$ cat src/rtl/alu_seq.sv
// alu_seq: sequential ALU. Single-cycle ops pass through EXEC. MUL is an
// iterative shift-add that retires one partial product per cycle.
// Result and Z/N flags are registered on entry to DONE, and the block
// pulses done/status_wr_out for that one cycle.
module alu_seq #(
    parameter int DATA_WIDTH = 11
) (
    input  logic                  clock,
    input  logic                  status_reset,
    input  logic                  start,
    input  logic [2:0]            op_in,
    input  logic [DATA_WIDTH-1:0] a_in,
    input  logic [DATA_WIDTH-1:0] b_in,
    output logic                  busy,
    output logic                  done,
    output logic [DATA_WIDTH-1:0] result_out,
    output logic                  zero_indicator_out,
    output logic                  signal_bit_out,
    output logic                  status_wr_out
);
    localparam int CW = $clog2(DATA_WIDTH + 1);

    typedef enum logic [1:0] {IDLE, EXEC, MUL, DONE} state_t;

    state_t                state_q, state_d;
    logic [DATA_WIDTH-1:0] a_q, a_d, b_q, b_d;
    logic [DATA_WIDTH-1:0] acc_q, acc_d, res_q, res_d;
    logic [2:0]            op_q, op_d;
    logic [CW-1:0]         cnt_q, cnt_d;
    logic                  z_q, z_d, n_q, n_d;
    logic [DATA_WIDTH-1:0] alu_res, mul_sum;

    // Single-cycle datapath on the captured operands (MUL has its own path)
    always_comb begin
        alu_res = '0;
        case (op_q)
            3'b000:  alu_res = a_q + b_q;
            3'b001:  alu_res = a_q - b_q;
            3'b010:  alu_res = a_q & b_q;
            3'b011:  alu_res = a_q | b_q;
            3'b100:  alu_res = a_q ^ b_q;
            3'b101:  alu_res = ~a_q;
            3'b110:  alu_res = b_q;
            default: alu_res = '0;
        endcase
        // The multiplicand (a_q) shifts left and the multiplier (b_q) shifts right in MUL
        mul_sum = acc_q + (b_q[0] ? a_q : '0);
    end

    // Next-state, datapath updates and status outputs
    always_comb begin
        state_d       = state_q;
        a_d           = a_q;
        b_d           = b_q;
        op_d          = op_q;
        acc_d         = acc_q;
        cnt_d         = cnt_q;
        res_d         = res_q;
        z_d           = z_q;
        n_d           = n_q;
        busy          = (state_q != IDLE);
        done          = (state_q == DONE);
        status_wr_out = (state_q == DONE);
        case (state_q)
            IDLE: begin
                if (start) begin
                    a_d     = a_in;
                    b_d     = b_in;
                    op_d    = op_in;
                    acc_d   = '0;
                    cnt_d   = '0;
                    state_d = (op_in == 3'b111) ? MUL : EXEC;
                end
            end
            EXEC: begin
                res_d   = alu_res;
                z_d     = (alu_res == '0);
                n_d     = alu_res[DATA_WIDTH-1];
                state_d = DONE;
            end
            MUL: begin
                acc_d = mul_sum;
                a_d   = a_q << 1;
                b_d   = b_q >> 1;
                cnt_d = cnt_q + CW'(1);
                if (cnt_q == CW'(DATA_WIDTH - 1)) begin
                    res_d   = mul_sum;
                    z_d     = (mul_sum == '0);
                    n_d     = mul_sum[DATA_WIDTH-1];
                    cnt_d   = '0;
                    state_d = DONE;
                end
            end
            DONE: state_d = IDLE;
            default: state_d = IDLE;
        endcase
    end

    // State and datapath registers; reset aborts any operation in flight
    always_ff @(posedge clock or posedge status_reset) begin
        if (status_reset) begin
            state_q <= IDLE;
            a_q     <= '0;
            b_q     <= '0;
            op_q    <= '0;
            acc_q   <= '0;
            cnt_q   <= '0;
            res_q   <= '0;
            z_q     <= 1'b0;
            n_q     <= 1'b0;
        end else begin
            state_q <= state_d;
            a_q     <= a_d;
            b_q     <= b_d;
            op_q    <= op_d;
            acc_q   <= acc_d;
            cnt_q   <= cnt_d;
            res_q   <= res_d;
            z_q     <= z_d;
            n_q     <= n_d;
        end
    end

    assign result_out         = res_q;
    assign zero_indicator_out = z_q;
    assign signal_bit_out     = n_q;
endmodule

$ cat config.mk
export PLATFORM = sky130hd
export DESIGN_NAME = alu_seq
export DESIGN_NICKNAME = d
export VERILOG_FILES = /design/src/rtl/alu_seq.sv
export SDC_FILE = /design/constraint.sdc
export NUM_CORES = 1
export LEC_CHECK = 0
export ABC_CLOCK_PERIOD_IN_PS = 7500
export BUFFER_PORTS_ARGS = -buffer_cell sky130_fd_sc_hd__buf_2
export CAP_MARGIN = 30
export CORE_MARGIN = 5
export CORE_UTILIZATION = 56
export CTS_CLUSTER_SIZE = 10
export DETAILED_ROUTE_END_ITERATION = 16
export PLACE_DENSITY = 0.73
export SETUP_SLACK_MARGIN = 0.05
export SYNTH_ARGS = -nofsm -noshare
export SYNTH_HDL_FRONTEND = slang
export SYNTH_SLANG_ARGS = --single-unit
$ cat constraint.sdc
create_clock -name clock -period 7.5 [get_ports clock]
set_clock_uncertainty 0.15 [all_clocks]
set_input_delay 1.5 -clock clock [delete_from_list [all_inputs] [get_ports clock]]
set_output_delay 1.5 -clock clock [all_outputs]
set_load 0.03 [all_outputs]
==> impl_results.html, run 1 <==
<table>
<tr><th>Metric</th><th>Value</th></tr>
<tr><th colspan="2">Worst setup path</th></tr>
<tr><td>FF-to-FF setup slack</td><td>between 3000 and 4000 ps</td></tr>
<tr><td>Nature of the critical path endpoint</td><td>flop</td></tr>
<tr><td>Worst setup SP type</td><td>flop</td></tr>
<tr><td>Worst flop-to-flop path endpoint</td><td>zero_indicator_out</td></tr>
<tr><td>Data required time of the critical path</td><td>~7600 ps</td></tr>
<tr><td>Reg2reg path depth</td><td>12</td></tr>
<tr><td>Worst-path maximum fanout</td><td>24</td></tr>
<tr><td>Worst path arrival time</td><td>~4400 ps</td></tr>
<tr><td>Crit Path Category</td><td>reg -&gt; reg</td></tr>
<tr><td>Startpoint of the lowest-slack register-to-register path</td><td>op_q[0]</td></tr>
<tr><th colspan="2">Min path</th></tr>
<tr><td>Hold_sp</td><td>result_out[2]</td></tr>
<tr><td>End point of the most critical hold path</td><td>result_out[2]</td></tr>
<tr><td>Count of cells along the worst hold path</td><td>2</td></tr>
<tr><td>Worst hold-check path type</td><td>reg -&gt; reg</td></tr>
<tr><th colspan="2">Clock tree</th></tr>
<tr><td>Cts repair resizes</td><td>0</td></tr>
<tr><td>Root Buffer</td><td>sky130_fd_sc_hd__clkbuf_8</td></tr>
<tr><td>Clock Pin Slew Worst Setup and Hold Paths</td><td>about 100 ps</td></tr>
<tr><td>Buffers from clock root to sink, at most</td><td>2</td></tr>
<tr><td>CTS tree</td><td>done</td></tr>
<tr><td>H-tree Lvls</td><td>2</td></tr>
<tr><td>Number of buffers inserted to repair setup after CTS</td><td>0</td></tr>
<tr><td>Clock buffer count from CTS</td><td>5</td></tr>
<tr><td>CTS sink cnt</td><td>54</td></tr>
<tr><td>Worst-Skew Late Latency</td><td>roughly 320 ps</td></tr>
<tr><td>Number of buffers inserted by hold repair at cts</td><td>0</td></tr>
<tr><th colspan="2">Die</th></tr>
<tr><td>Overall die area</td><td>0.009922 sq mm</td></tr>
<tr><td>Die boundary width</td><td>between 90 and 100 microns</td></tr>
<tr><td>IO Pins</td><td>between 40 and 50</td></tr>
<tr><td>Count of standard-cell rows</td><td>32</td></tr>
<tr><td>Vertical die dimension</td><td>roughly 100 microns</td></tr>
<tr><td>Initial cell density of the core</td><td>~58%</td></tr>
<tr><td>Placeable core region</td><td>between 0.007 and 0.008 sq mm</td></tr>
<tr><th colspan="2">Drt</th></tr>
<tr><td>DRT iter0 DRCs</td><td>246</td></tr>
<tr><td>Wire per inst</td><td>about 17 microns</td></tr>
<tr><td>Number of routed nets with antenna violations</td><td>0</td></tr>
<tr><td>DRC violation count after routing</td><td>0</td></tr>
<tr><td>Post-Route WL</td><td>~11,000 microns</td></tr>
<tr><td>Count of vias placed by the detailed router</td><td>3,891</td></tr>
<tr><td>Vias per inst</td><td>6.005</td></tr>
<tr><td>Number of iterations in the first detailed-routing pass</td><td>5</td></tr>
<tr><th colspan="2">Logic synthesis</th></tr>
<tr><td>Instance count of the mapped netlist</td><td>521</td></tr>
<tr><td>Synthesized area</td><td>about 0.0045 sq mm</td></tr>
<tr><td>Number of synthesized flops with an enable pin</td><td>0</td></tr>
<tr><td>Share of flip-flops with an asynchronous set or reset</td><td>between 90% and 100%</td></tr>
<tr><td>Distinct cell type count after synthesis</td><td>56</td></tr>
<tr><td>Count of warnings emitted by yosys</td><td>0</td></tr>
<tr><td>Register area share after synthesis</td><td>between 30% and 40%</td></tr>
<tr><td>Synthesized area divided by synthesized cell count</td><td>~8.6 sq um</td></tr>
<tr><td>Most used DFF post-synth</td><td>sky130_fd_sc_hd__dfrtp_1</td></tr>
<tr><td>Flip-flop and latch count after synthesis</td><td>between 50 and 60</td></tr>
<tr><td>Post-Syn Nets</td><td>approximately 600</td></tr>
<tr><th colspan="2">Global route</th></tr>
<tr><td>Global-route track usage on met3</td><td>between 3 and 4%</td></tr>
<tr><td>Pin count of the biggest net entering global routing</td><td>55</td></tr>
<tr><td>Global-route wire length before repair</td><td>18,350 microns</td></tr>
<tr><td>Number of antenna violations at the first check in global routing</td><td>0</td></tr>
<tr><td>Most used routing layer in global routing</td><td>met2</td></tr>
<tr><td>Global route total overflow</td><td>0</td></tr>
<tr><td>Met1 layer usage reported by global route</td><td>between 30% and 40%</td></tr>
<tr><td>Global Route met2 Usage</td><td>between 30 and 40%</td></tr>
<tr><td>GRT Resource Usage Total</td><td>approximately 23%</td></tr>
<tr><td>Via count of the first global-routing pass</td><td>around 3,700</td></tr>
<tr><th colspan="2">Placed design</th></tr>
<tr><td>Routability Congestion</td><td>~1.0</td></tr>
<tr><td>Final HPWL DP</td><td>around 8500 microns</td></tr>
<tr><td>Post-place instance area</td><td>roughly 0.0048 sq mm</td></tr>
<tr><td># port buffers</td><td>43</td></tr>
<tr><th colspan="2">STA</th></tr>
<tr><td>Fin crit period</td><td>around 4300 ps</td></tr>
<tr><td>Final period utilization</td><td>~58%</td></tr>
<tr><td>Slew of the pin with the lowest slew margin</td><td>777.6 ps</td></tr>
<tr><td>Max-slew violation count</td><td>0</td></tr>
<tr><td>Maximum clock frequency</td><td>between 200 and 250 MHz</td></tr>
<tr><td>Final count of hold timing violations</td><td>0</td></tr>
<tr><td>Sum of negative setup slack</td><td>0 ps</td></tr>
<tr><td>Remaining max-slew budget at the tightest pin</td><td>48.16%</td></tr>
<tr><td>Unrepaired setup endpoints after global routing</td><td>false</td></tr>
<tr><td>Setup Viol. Count Final</td><td>0</td></tr>
<tr><th colspan="2">Finish</th></tr>
<tr><td>End-of-flow core utilization</td><td>between 60% and 70%</td></tr>
<tr><td>Diode count</td><td>0</td></tr>
<tr><td>Relative area change from synthesis to final layout</td><td>7.624%</td></tr>
<tr><td>Post-Layout Inst Area</td><td>just under 0.005 sq mm</td></tr>
<tr><td>Fraction of layout cells with a size suffix above 1</td><td>between 10% and 20%</td></tr>
<tr><td>Final nets</td><td>623</td></tr>
<tr><td>Fillers</td><td>roughly 670</td></tr>
<tr><th colspan="2">Job</th></tr>
<tr><td>Maximum Capacitance Violations</td><td>0</td></tr>
<tr><th colspan="2">Outcome</th></tr>
<tr><td>Status</td><td>finished, final reports clean</td></tr>
</table>
==> per-layer routing <==
layer	routed length [microns]	vias up
li1	-	1912
met1	5252	1822
met2	4921	134
met3	609	23
met4	287	0
met5	0	-
==> synthesized netlist by cell type (6+ instances only) <==
| cell | count | area share (%) |
|---|---|---|
| sky130_fd_sc_hd__o21ai_0 | 52 | 5.8 |
| sky130_fd_sc_hd__dfrtp_1 | 54 | 30 |
| sky130_fd_sc_hd__xor2_1 | 6 | 1.2 |
| sky130_fd_sc_hd__o22ai_1 | 8 | 1.1 |
| sky130_fd_sc_hd__nand3_1 | 9 | 1.0 |
| sky130_fd_sc_hd__a21oi_1 | 13 | 1.4 |
| sky130_fd_sc_hd__clkbuf_1 | 20 | 1.7 |
| sky130_fd_sc_hd__nand2_1 | 63 | 5.3 |
| sky130_fd_sc_hd__mux2_1 | 7 | 1.8 |
| sky130_fd_sc_hd__nand2b_1 | 6 | 0.83 |
| sky130_fd_sc_hd__mux2i_1 | 32 | 7.1 |
| sky130_fd_sc_hd__nor2_1 | 31 | 2.6 |
| sky130_fd_sc_hd__xnor2_1 | 16 | 3.1 |
| sky130_fd_sc_hd__nor2b_1 | 7 | 0.97 |
| sky130_fd_sc_hd__a31oi_1 | 10 | 1.4 |
| sky130_fd_sc_hd__nor3_1 | 10 | 1.1 |
| sky130_fd_sc_hd__ha_1 | 48 | 13 |
| sky130_fd_sc_hd__inv_1 | 34 | 2.8 |
| sky130_fd_sc_hd__a211oi_1 | 9 | 1.5 |
==> layout by cell type, fill, tap and decap left out, types with 3 or more instances in the layout <==
cell	netlist	routed
sky130_fd_sc_hd__nor3b_1	4	4
sky130_fd_sc_hd__nand3_1	9	9
sky130_fd_sc_hd__o41ai_1	3	3
sky130_fd_sc_hd__a221o_1	5	5
sky130_fd_sc_hd__nor2_1	31	31
sky130_fd_sc_hd__o211ai_1	3	3
sky130_fd_sc_hd__a31oi_1	10	10
sky130_fd_sc_hd__o221ai_1	3	3
sky130_fd_sc_hd__a22o_1	5	5
sky130_fd_sc_hd__o21bai_1	3	3
sky130_fd_sc_hd__and3_1	3	3
sky130_fd_sc_hd__o31ai_1	4	4
sky130_fd_sc_hd__nand2b_1	6	6
sky130_fd_sc_hd__a211oi_1	9	9
sky130_fd_sc_hd__o21a_1	3	3
sky130_fd_sc_hd__o21ai_1	5	5
sky130_fd_sc_hd__mux2_2	5	5
sky130_fd_sc_hd__o21ai_0	52	51
sky130_fd_sc_hd__o22ai_1	8	8
sky130_fd_sc_hd__mux2_1	7	7
sky130_fd_sc_hd__buf_2	5	43
sky130_fd_sc_hd__inv_1	34	33
sky130_fd_sc_hd__ha_1	48	47
sky130_fd_sc_hd__mux2i_1	32	32
sky130_fd_sc_hd__xor2_1	6	6
sky130_fd_sc_hd__xnor2_1	16	16
sky130_fd_sc_hd__clkbuf_8	0	5
sky130_fd_sc_hd__dfrtp_1	54	54
sky130_fd_sc_hd__nand2_1	63	63
sky130_fd_sc_hd__nor2b_1	7	7
sky130_fd_sc_hd__nor3_1	10	10
sky130_fd_sc_hd__buf_4	2	3
sky130_fd_sc_hd__a21oi_1	13	13
==> sequential cells by signal (all words and copies together), names as in the netlist <==
name,cells
cnt_q,4
b_q,11
op_q,3
state_q,2
a_q,11
acc_q,11
zero_indicator_out,1
result_out,11
==> worst max-delay path, stage by stage, from the launching register on <==
cell	delay (ps)
sky130_fd_sc_hd__dfrtp_1	810
sky130_fd_sc_hd__or3b_2	610
sky130_fd_sc_hd__o21ai_0	330
sky130_fd_sc_hd__inv_1	80
sky130_fd_sc_hd__ha_1	270
sky130_fd_sc_hd__nor2b_1	140
sky130_fd_sc_hd__o31ai_2	370
sky130_fd_sc_hd__a211oi_1	150
sky130_fd_sc_hd__or3_1	330
sky130_fd_sc_hd__a31oi_1	220
sky130_fd_sc_hd__o211ai_1	130
sky130_fd_sc_hd__or4_1	520
sky130_fd_sc_hd__a21oi_1	150
==> cells by family (layout without fill, tap and decap cells) <==
kind of cell    count (synthesis)  in the layout  synth area share (%)
mux                            44             44                 10.13
compound gates                139            139                 20.31
xor+xnor                       22             22                 4.285
flops                          54             54                 30.05
simple gates                  148            148                 15.33
buf+inv                        64             89                 5.648
fa+ha+maj                      50             50                 14.25
==> stage by stage <==
stage | hold slack (ps) | setup WS [ps] | instances
floorplan | 306.3 | 3897 | 521
global placement | 309.2 | 3298 | 640
detailed placement | 317.9 | 3264 | 640
CTS | 342.5 | 3204 | 648
global route | 383.3 | 2914 | 648
finish | 335.3 | 3173 | 648
==> worst max-delay path by stage <==
stage	from	depth (start not counted)	slack [ps]	end
floorplan	op_q[0]	13	3900	zero_indicator_out
global placement	op_q[0]	12	3300	zero_indicator_out
detailed placement	op_q[0]	12	3260	zero_indicator_out
CTS	op_q[0]	12	3200	zero_indicator_out
global route	op_q[0]	12	2910	zero_indicator_out
finish	op_q[0]	12	3170	zero_indicator_out
==> cell type report <==
cell class                 count  area (sq um)  share of cell area [%]
clock buffer                   6         72.57                   1.499
clock inverter                 2         13.76                  0.2844
inverter                      35         131.4                   2.715
multi-input combinational    403          2905                   60.03
sequential                    54          1351                   27.92
tap                          102         127.6                   2.637
timing repair buffer          46         237.7                   4.912
Power of run 1 is not shown: default switching activity piles up to over one toggle a cycle in this logic, so the estimate is an artifact.
==> inputs of run 2 (changes only) <==
Settings changed: ABC_CLOCK_PERIOD_IN_PS 7500 to 3950, CORE_UTILIZATION 56 to 55, PLACE_DENSITY 0.73 to 0.75.
Clock period 7.5 ns to 3.95 ns, I/O delays scaled along.
==> run 2 against run 1 <==
Register-to-register slack got worse by 2900 ps. Sequential share of layout area decreased by 0.73 points. First-iteration DRC count increased by 13%. Critical endpoint unchanged. Largest cell class unchanged. Worst setup slack got worse by 2900 ps. Non-clock buffer count increased by 10. Count of clock-buffer cells in the layout unchanged. Maximum frequency increased by 17%. Cell count increased by 1.9%. Critical path type unchanged. Critical path depth decreased by 2. Global-route usage increased by 1.1 points.
==> impl_results.html, run 2 (same netlist as run 1, synthesis figures left out) <==
<table>
<tr><th>Metric</th><th>Value</th></tr>
<tr><th colspan="2">Worst setup path</th></tr>
<tr><td>Start point of the critical path</td><td>b_q[4] (was op_q[0])</td></tr>
<tr><td>Worst flop-to-flop path endpoint</td><td>zero_indicator_out (unchanged)</td></tr>
<tr><td>End point of the critical path</td><td>zero_indicator_out (unchanged)</td></tr>
<tr><td>Worst path arrival time</td><td>3800 ps (was 4410 ps)</td></tr>
<tr><td>Crit Path Category</td><td>reg -&gt; reg (unchanged)</td></tr>
<tr><td>Worst-path maximum fanout</td><td>7 (was 24)</td></tr>
<tr><td>FF-to-FF setup slack</td><td>240 ps (was 3170 ps)</td></tr>
<tr><td>Worst setup SP type</td><td>flop (unchanged)</td></tr>
<tr><td>Nature of the critical path endpoint</td><td>flop (unchanged)</td></tr>
<tr><td>Startpoint of the lowest-slack register-to-register path</td><td>b_q[4] (was op_q[0])</td></tr>
<tr><td>Data required time of the critical path</td><td>4040 ps (was 7590 ps)</td></tr>
<tr><td>Reg2reg path depth</td><td>10 (was 12)</td></tr>
<tr><th colspan="2">Die</th></tr>
<tr><td>Count of standard-cell rows</td><td>33 (was 32)</td></tr>
<tr><td>Vertical die dimension</td><td>100.4 microns (was 99.61 microns)</td></tr>
<tr><td>Initial cell density of the core</td><td>55.57% (was 57.89%)</td></tr>
<tr><td>Placeable core region</td><td>0.008093 sq mm (was 0.007767 sq mm)</td></tr>
<tr><td>IO Pins</td><td>44 (unchanged)</td></tr>
<tr><td>Overall die area</td><td>0.01008 sq mm (was 0.009922 sq mm)</td></tr>
<tr><td>Die boundary width</td><td>100.4 microns (was 99.61 microns)</td></tr>
<tr><th colspan="2">Clock tree</th></tr>
<tr><td>Root Buffer</td><td>sky130_fd_sc_hd__clkbuf_8 (unchanged)</td></tr>
<tr><td>H-tree Lvls</td><td>2 (unchanged)</td></tr>
<tr><td>Clock buffer count from CTS</td><td>5 (unchanged)</td></tr>
<tr><td>Number of buffers inserted to repair setup after CTS</td><td>0 (unchanged)</td></tr>
<tr><td>Cts repair resizes</td><td>0 (unchanged)</td></tr>
<tr><td>Buffers from clock root to sink, at most</td><td>2 (unchanged)</td></tr>
<tr><td>Clock Pin Slew Worst Setup and Hold Paths</td><td>100 ps (about the same)</td></tr>
<tr><td>CTS tree</td><td>done (unchanged)</td></tr>
<tr><td>Number of buffers inserted by hold repair at cts</td><td>0 (unchanged)</td></tr>
<tr><td>CTS sink cnt</td><td>54 (unchanged)</td></tr>
<tr><td>Worst-Skew Late Latency</td><td>310 ps (was 320 ps)</td></tr>
<tr><th colspan="2">Finish</th></tr>
<tr><td>Relative area change from synthesis to final layout</td><td>10.52% (was 7.624%)</td></tr>
<tr><td>Diode count</td><td>0 (unchanged)</td></tr>
<tr><td>Fraction of layout cells with a size suffix above 1</td><td>14.59% (was 12.45%)</td></tr>
<tr><td>Final nets</td><td>633 (was 623)</td></tr>
<tr><td>Leading cell type in the layout, fill and taps excluded</td><td>sky130_fd_sc_hd__nand2_1 (unchanged)</td></tr>
<tr><td>Commonest cells after routing, fill and taps aside</td><td>sky130_fd_sc_hd__nand2_1, sky130_fd_sc_hd__dfrtp_1, sky130_fd_sc_hd__o21ai_0 (unchanged)</td></tr>
<tr><th colspan="2">Drt</th></tr>
<tr><td>Count of vias placed by the detailed router</td><td>3,972 (was 3,891)</td></tr>
<tr><td>DRT iter0 DRCs</td><td>277 (was 246)</td></tr>
<tr><td>Vias per inst</td><td>6.018 (was 6.005)</td></tr>
<tr><td>Number of routed nets with antenna violations</td><td>0 (unchanged)</td></tr>
<tr><td>Number of iterations in the first detailed-routing pass</td><td>5 (unchanged)</td></tr>
<tr><td>DRC violation count after routing</td><td>0 (unchanged)</td></tr>
<tr><td>Post-Route WL</td><td>11,620 microns (was 11,070 microns)</td></tr>
<tr><td>Wire per inst</td><td>17.60 microns (was 17.08 microns)</td></tr>
<tr><th colspan="2">STA</th></tr>
<tr><td>Final period utilization</td><td>93.98% (was 57.69%)</td></tr>
<tr><td>Max-slew violation count</td><td>0 (unchanged)</td></tr>
<tr><td>Final count of hold timing violations</td><td>0 (unchanged)</td></tr>
<tr><td>Unrepaired setup endpoints after global routing</td><td>false (unchanged)</td></tr>
<tr><td>Maximum clock frequency</td><td>269.4 MHz (was 231.1 MHz)</td></tr>
<tr><td>Fin crit period</td><td>3712 ps (was 4327 ps)</td></tr>
<tr><td>Remaining max-slew budget at the tightest pin</td><td>53.85% (was 48.16%)</td></tr>
<tr><td>Slew of the pin with the lowest slew margin</td><td>689.6 ps (was 777.6 ps)</td></tr>
<tr><td>Setup ws final</td><td>237.7 ps (was 3173 ps)</td></tr>
<tr><td>Setup Viol. Count Final</td><td>0 (unchanged)</td></tr>
<tr><td>Sum of negative setup slack</td><td>0 ps (unchanged)</td></tr>
<tr><th colspan="2">Min path</th></tr>
<tr><td>Worst hold-check path type</td><td>reg -&gt; reg (unchanged)</td></tr>
<tr><th colspan="2">Placed design</th></tr>
<tr><td>Pre-CTS worst setup slack</td><td>229.1 ps (was 3264 ps)</td></tr>
<tr><td># port buffers</td><td>43 (unchanged)</td></tr>
<tr><td>Final HPWL DP</td><td>8935 microns (was 8479 microns)</td></tr>
<tr><td>Routability Congestion</td><td>1.006 (was 1.008)</td></tr>
<tr><th colspan="2">Global route</th></tr>
<tr><td>GRT Resource Usage Total</td><td>24.07% (was 22.99%)</td></tr>
<tr><td>Number of antenna violations at the first check in global routing</td><td>0 (unchanged)</td></tr>
<tr><td>Pin count of the biggest net entering global routing</td><td>34 (was 55)</td></tr>
<tr><td>Global-route wire length before repair</td><td>19,530 microns (was 18,350 microns)</td></tr>
<tr><td>Global route total overflow</td><td>0 (unchanged)</td></tr>
<tr><td>Via count of the first global-routing pass</td><td>4,030 (was 3,672)</td></tr>
<tr><th colspan="2">Job</th></tr>
<tr><td>Maximum Capacitance Violations</td><td>0 (unchanged)</td></tr>
<tr><th colspan="2">Outcome</th></tr>
<tr><td>Status</td><td>finished, final reports clean (unchanged)</td></tr>
</table>
==> run 2: worst min path at each step <==
stage | start | end | slack, ps | cells past startpoint
2_1_floorplan | acc_q[2] | acc_q[2] | 310 | 2
6_report | result_out[6] | result_out[6] | 330 | 2
3_3_place_gp | result_out[6] | result_out[6] | 310 | 2
4_1_cts | result_out[6] | result_out[6] | 340 | 2
3_5_place_dp | result_out[6] | result_out[6] | 310 | 2
5_1_grt | result_out[5] | result_out[5] | 370 | 2
==> run 2: layer usage <==
layer / GRT usage (%) / wire (microns) / up-vias
met3: 4.517 / 734 / 26
met5: 0.5128 / 0 / -
li1: - / - / 1932
met4: 7.876 / 268 / 0
met1: 31.73 / 5182 / 1885
met2: 39.76 / 5431 / 129
==> run 2: critical path: stages, from the launching register on <==
cell,delay [ps]
sky130_fd_sc_hd__dfrtp_1,480
sky130_fd_sc_hd__or3_4,430
sky130_fd_sc_hd__or4_1,430
sky130_fd_sc_hd__o41ai_1,510
sky130_fd_sc_hd__xnor2_1,140
sky130_fd_sc_hd__ha_1,350
sky130_fd_sc_hd__nor4b_1,160
sky130_fd_sc_hd__a211oi_1,220
sky130_fd_sc_hd__nand2_1,100
sky130_fd_sc_hd__or4_1,530
sky130_fd_sc_hd__a21oi_1,150
==> run 2: metrics by stage <==
step / hold slack (ps) / instance area [sq um] / utilization, % / std cells
after global routing: 366.4 / 4970 / 61.41 / 660
final: 333.4 / 4970 / 61.41 / 660
after floorplan: 306.3 / 4497 / - / 521
after CTS: 339.3 / 4945 / 61.10 / 660
after global placement: 307.1 / 4832 / 59.71 / 653
after detailed placement: 314.9 / 4832 / 59.71 / 653
==> run 2: final cells by class <==
cell class | count | area [sq um]
well taps | 105 | 131.4
flip-flops and latches | 54 | 1351
fillers | 729 | 3123
clock buffers | 6 | 82.58
multi-input cells | 403 | 2930
clock inverters | 1 | 30.03
repair buffers | 56 | 312.8
inverters | 35 | 131.4
Power of run 2 is left out for the same reason.
==> inputs of run 3 (changes only) <==
Settings changed: CORE_MARGIN 5 to 10.
==> run 3 against run 2 <==
Largest cell class unchanged. Critical path type unchanged. Count of clock-buffer cells in the layout is 1 higher. Worst hold slack got worse by 0.83 ps. Maximum frequency down 1.1%. Critical endpoint unchanged.
==> impl_results.html, run 3 (same netlist as run 1, synthesis figures left out) <==
<table>
<tr><th>Metric</th><th>Value</th></tr>
<tr><th colspan="2">Worst setup path</th></tr>
<tr><td>FF-to-FF setup slack</td><td>200 ps (was 240 ps)</td></tr>
<tr><td>CP max stage cell</td><td>sky130_fd_sc_hd__or3b_2 (was sky130_fd_sc_hd__or4_1)</td></tr>
<tr><td>Crit path top cell by count</td><td>sky130_fd_sc_hd__a21oi_1 (was sky130_fd_sc_hd__or4_1)</td></tr>
<tr><td>Data required time of the critical path</td><td>4050 ps (was 4040 ps)</td></tr>
<tr><td>Kind of cell adding the most delay to the critical path</td><td>simple AND/OR/NAND/NOR gates (unchanged)</td></tr>
<tr><td>Startpoint of the lowest-slack register-to-register path</td><td>op_q[1] (was b_q[4])</td></tr>
<tr><td>Delay of the slowest cell on the worst path</td><td>600 ps (was 530 ps)</td></tr>
<tr><td>Buffers plus inverters on the worst setup path</td><td>0 (unchanged)</td></tr>
<tr><td>Worst setup SP type</td><td>flop (unchanged)</td></tr>
<tr><td>Reg2reg path depth</td><td>12 (was 10)</td></tr>
<tr><td>Critical Path, Cell by Cell</td><td>or3b_2, nand2_1, xnor2_1, ha_1, nor2b_1, o31a_1, o41a_1, a21oi_1, xor2_1, o211ai_1, or4_1, a21oi_1 (was or3_4, or4_1, o41ai_1, xnor2_1, ha_1, nor4b_1, a211oi_1, nand2_1, or4_1, a21oi_1)</td></tr>
<tr><td>Crit Path Category</td><td>reg -&gt; reg (unchanged)</td></tr>
<tr><td>Worst-path maximum fanout</td><td>8 (was 7)</td></tr>
<tr><td>Worst path arrival time</td><td>3850 ps (was 3800 ps)</td></tr>
<tr><td>Worst flop-to-flop path endpoint</td><td>zero_indicator_out (unchanged)</td></tr>
<tr><td>Nature of the critical path endpoint</td><td>flop (unchanged)</td></tr>
<tr><th colspan="2">Drt</th></tr>
<tr><td>Vias per inst</td><td>6.120 (was 6.018)</td></tr>
<tr><td>Number of iterations in the first detailed-routing pass</td><td>5 (unchanged)</td></tr>
<tr><td>Number of routed nets with antenna violations</td><td>0 (unchanged)</td></tr>
<tr><td>Post-Route WL</td><td>11,960 microns (was 11,620 microns)</td></tr>
<tr><td>DRT iter0 DRCs</td><td>179 (was 277)</td></tr>
<tr><td>Count of vias placed by the detailed router</td><td>4,015 (was 3,972)</td></tr>
<tr><td>Wire per inst</td><td>18.23 microns (was 17.60 microns)</td></tr>
<tr><td>DRC violation count after routing</td><td>0 (unchanged)</td></tr>
<tr><th colspan="2">Finish</th></tr>
<tr><td>Commonest cells after routing, fill and taps aside</td><td>sky130_fd_sc_hd__nand2_1, sky130_fd_sc_hd__dfrtp_1, sky130_fd_sc_hd__o21ai_0 (unchanged)</td></tr>
<tr><td>Fraction of layout cells with a size suffix above 1</td><td>14.26% (was 14.59%)</td></tr>
<tr><td>Leading cell type in the layout, fill and taps excluded</td><td>sky130_fd_sc_hd__nand2_1 (unchanged)</td></tr>
<tr><td>Relative area change from synthesis to final layout</td><td>9.488% (was 10.52%)</td></tr>
<tr><td>Final standard cell count with taps included and fillers excluded</td><td>656 (was 660)</td></tr>
<tr><td>Final nets</td><td>631 (was 633)</td></tr>
<tr><td>Post-Layout Inst Area</td><td>0.004923 sq mm (was 0.004970 sq mm)</td></tr>
<tr><td>Fillers</td><td>717 (was 729)</td></tr>
<tr><td>Diode count</td><td>0 (unchanged)</td></tr>
<tr><th colspan="2">Global route</th></tr>
<tr><td>GRT Resource Usage Total</td><td>19.08% (was 24.07%)</td></tr>
<tr><td>Global route total overflow</td><td>0 (unchanged)</td></tr>
<tr><td>Via count of the first global-routing pass</td><td>4,089 (was 4,030)</td></tr>
<tr><td>Pin count of the biggest net entering global routing</td><td>34 (unchanged)</td></tr>
<tr><td>Global-route wire length before repair</td><td>19,980 microns (was 19,530 microns)</td></tr>
<tr><td>Number of antenna violations at the first check in global routing</td><td>0 (unchanged)</td></tr>
<tr><th colspan="2">Clock tree</th></tr>
<tr><td>Clock buffer count from CTS</td><td>5 (unchanged)</td></tr>
<tr><td>H-tree Lvls</td><td>2 (unchanged)</td></tr>
<tr><td>CTS tree</td><td>done (unchanged)</td></tr>
<tr><td>Clock Pin Slew Worst Setup and Hold Paths</td><td>110 ps (was 100 ps)</td></tr>
<tr><td>Root Buffer</td><td>sky130_fd_sc_hd__clkbuf_8 (unchanged)</td></tr>
<tr><td>Buffers from clock root to sink, at most</td><td>2 (unchanged)</td></tr>
<tr><td>Number of buffers inserted by hold repair at cts</td><td>0 (unchanged)</td></tr>
<tr><td>CTS sink cnt</td><td>54 (unchanged)</td></tr>
<tr><td>Worst-Skew Late Latency</td><td>320 ps (was 310 ps)</td></tr>
<tr><th colspan="2">Placed design</th></tr>
<tr><td># port buffers</td><td>43 (unchanged)</td></tr>
<tr><td>Post-place instance area</td><td>0.004813 sq mm (was 0.004832 sq mm)</td></tr>
<tr><td>Routability Congestion</td><td>0.9946 (was 1.006)</td></tr>
<tr><td>Final HPWL DP</td><td>9295 microns (was 8935 microns)</td></tr>
<tr><td>Placed Instances</td><td>648 (was 653)</td></tr>
<tr><th colspan="2">STA</th></tr>
<tr><td>Final count of hold timing violations</td><td>0 (unchanged)</td></tr>
<tr><td>Final period utilization</td><td>95.03% (was 93.98%)</td></tr>
<tr><td>Slew of the pin with the lowest slew margin</td><td>725.0 ps (was 689.6 ps)</td></tr>
<tr><td>Worst-case hold slack</td><td>332.5 ps (was 333.4 ps)</td></tr>
<tr><td>Fin crit period</td><td>3754 ps (was 3712 ps)</td></tr>
<tr><td>Remaining max-slew budget at the tightest pin</td><td>51.48% (was 53.85%)</td></tr>
<tr><td>Maximum clock frequency</td><td>266.4 MHz (was 269.4 MHz)</td></tr>
<tr><td>Sum of negative setup slack</td><td>0 ps (unchanged)</td></tr>
<tr><td>Unrepaired setup endpoints after global routing</td><td>false (unchanged)</td></tr>
<tr><td>Setup Viol. Count Final</td><td>0 (unchanged)</td></tr>
<tr><td>Max-slew violation count</td><td>0 (unchanged)</td></tr>
<tr><th colspan="2">Min path</th></tr>
<tr><td>Hold_sp</td><td>result_out[1] (was result_out[6])</td></tr>
<tr><td>Worst hold-check path type</td><td>reg -&gt; reg (unchanged)</td></tr>
<tr><td>Count of cells along the worst hold path</td><td>2 (unchanged)</td></tr>
<tr><td>End point of the most critical hold path</td><td>result_out[1] (was result_out[6])</td></tr>
<tr><th colspan="2">Die</th></tr>
<tr><td>Vertical die dimension</td><td>110.4 microns (was 100.4 microns)</td></tr>
<tr><td>Initial cell density of the core</td><td>57.30% (was 55.57%)</td></tr>
<tr><td>Overall die area</td><td>0.01219 sq mm (was 0.01008 sq mm)</td></tr>
<tr><td>Die boundary width</td><td>110.4 microns (was 100.4 microns)</td></tr>
<tr><td>Count of standard-cell rows</td><td>32 (was 33)</td></tr>
<tr><td>IO Pins</td><td>44 (unchanged)</td></tr>
<tr><td>Placeable core region</td><td>0.007848 sq mm (was 0.008093 sq mm)</td></tr>
<tr><th colspan="2">Outcome</th></tr>
<tr><td>Status</td><td>finished, final reports clean (unchanged)</td></tr>
<tr><th colspan="2">Job</th></tr>
<tr><td>Maximum Capacitance Violations</td><td>0 (unchanged)</td></tr>
</table>
[run 3: how the worst max path moves through the flow]
| stage | start | cells after the start | end |
|---|---|---|---|
| 6_report | op_q[1] | 12 | zero_indicator_out |
| 5_1_grt | op_q[1] | 12 | zero_indicator_out |
| 4_1_cts | op_q[1] | 12 | zero_indicator_out |
| 3_5_place_dp | op_q[1] | 12 | zero_indicator_out |
| 3_3_place_gp | op_q[1] | 12 | zero_indicator_out |
| 2_1_floorplan | op_q[0] | 13 | zero_indicator_out |
[run 3: routing by layer]
metal	vias to the layer above	GRT usage [%]	part of all wire, %	routed length (microns)
met2	133	31.85	47	5621
met4	0	6.045	2.3	272
met3	23	4.106	6.7	800
met5	-	0	0	0
met1	1933	23.87	44	5262
li1	1926	-	-	-
[run 3: timing repair]
item / CTS / global route
resized for setup: 0 / 4
endpoints found under the setup margin: 0 / 1
setup buffers: 0 / 0
[run 3: cell type report]
cell class / count / area (sq um) / area share [%]
Sequential cell: 54 / 1353 / 27.47
Clock buffer: 7 / 96.34 / 1.957
Multi-Input combinational cell: 403 / 2909 / 59.09
Timing Repair Buffer: 54 / 297.8 / 6.048
Inverter: 35 / 131.4 / 2.668
Tap cell: 102 / 127.6 / 2.592
Clock inverter: 1 / 8.758 / 0.1779
[run 3: stage by stage]
stage          utilization, %  worst slack, ps
3_5_place_dp            61.34            146.0
2_1_floorplan               -            347.3
6_report                62.74            196.1
4_1_cts                 62.68            152.8
5_1_grt                 62.74            67.69
3_3_place_gp            61.34            295.2
[run 3: worst reg2reg max path: stages (launching register included)]
cell and delay, ps:
sky130_fd_sc_hd__dfrtp_1 390, sky130_fd_sc_hd__or3b_2 600, sky130_fd_sc_hd__nand2_1 130, sky130_fd_sc_hd__xnor2_1 120, sky130_fd_sc_hd__ha_1 300, sky130_fd_sc_hd__nor2b_1 180
sky130_fd_sc_hd__o31a_1 300, sky130_fd_sc_hd__o41a_1 350, sky130_fd_sc_hd__a21oi_1 190, sky130_fd_sc_hd__xor2_1 210, sky130_fd_sc_hd__o211ai_1 100, sky130_fd_sc_hd__or4_1 510
sky130_fd_sc_hd__a21oi_1 140
Power of run 3 is left out for the same reason.
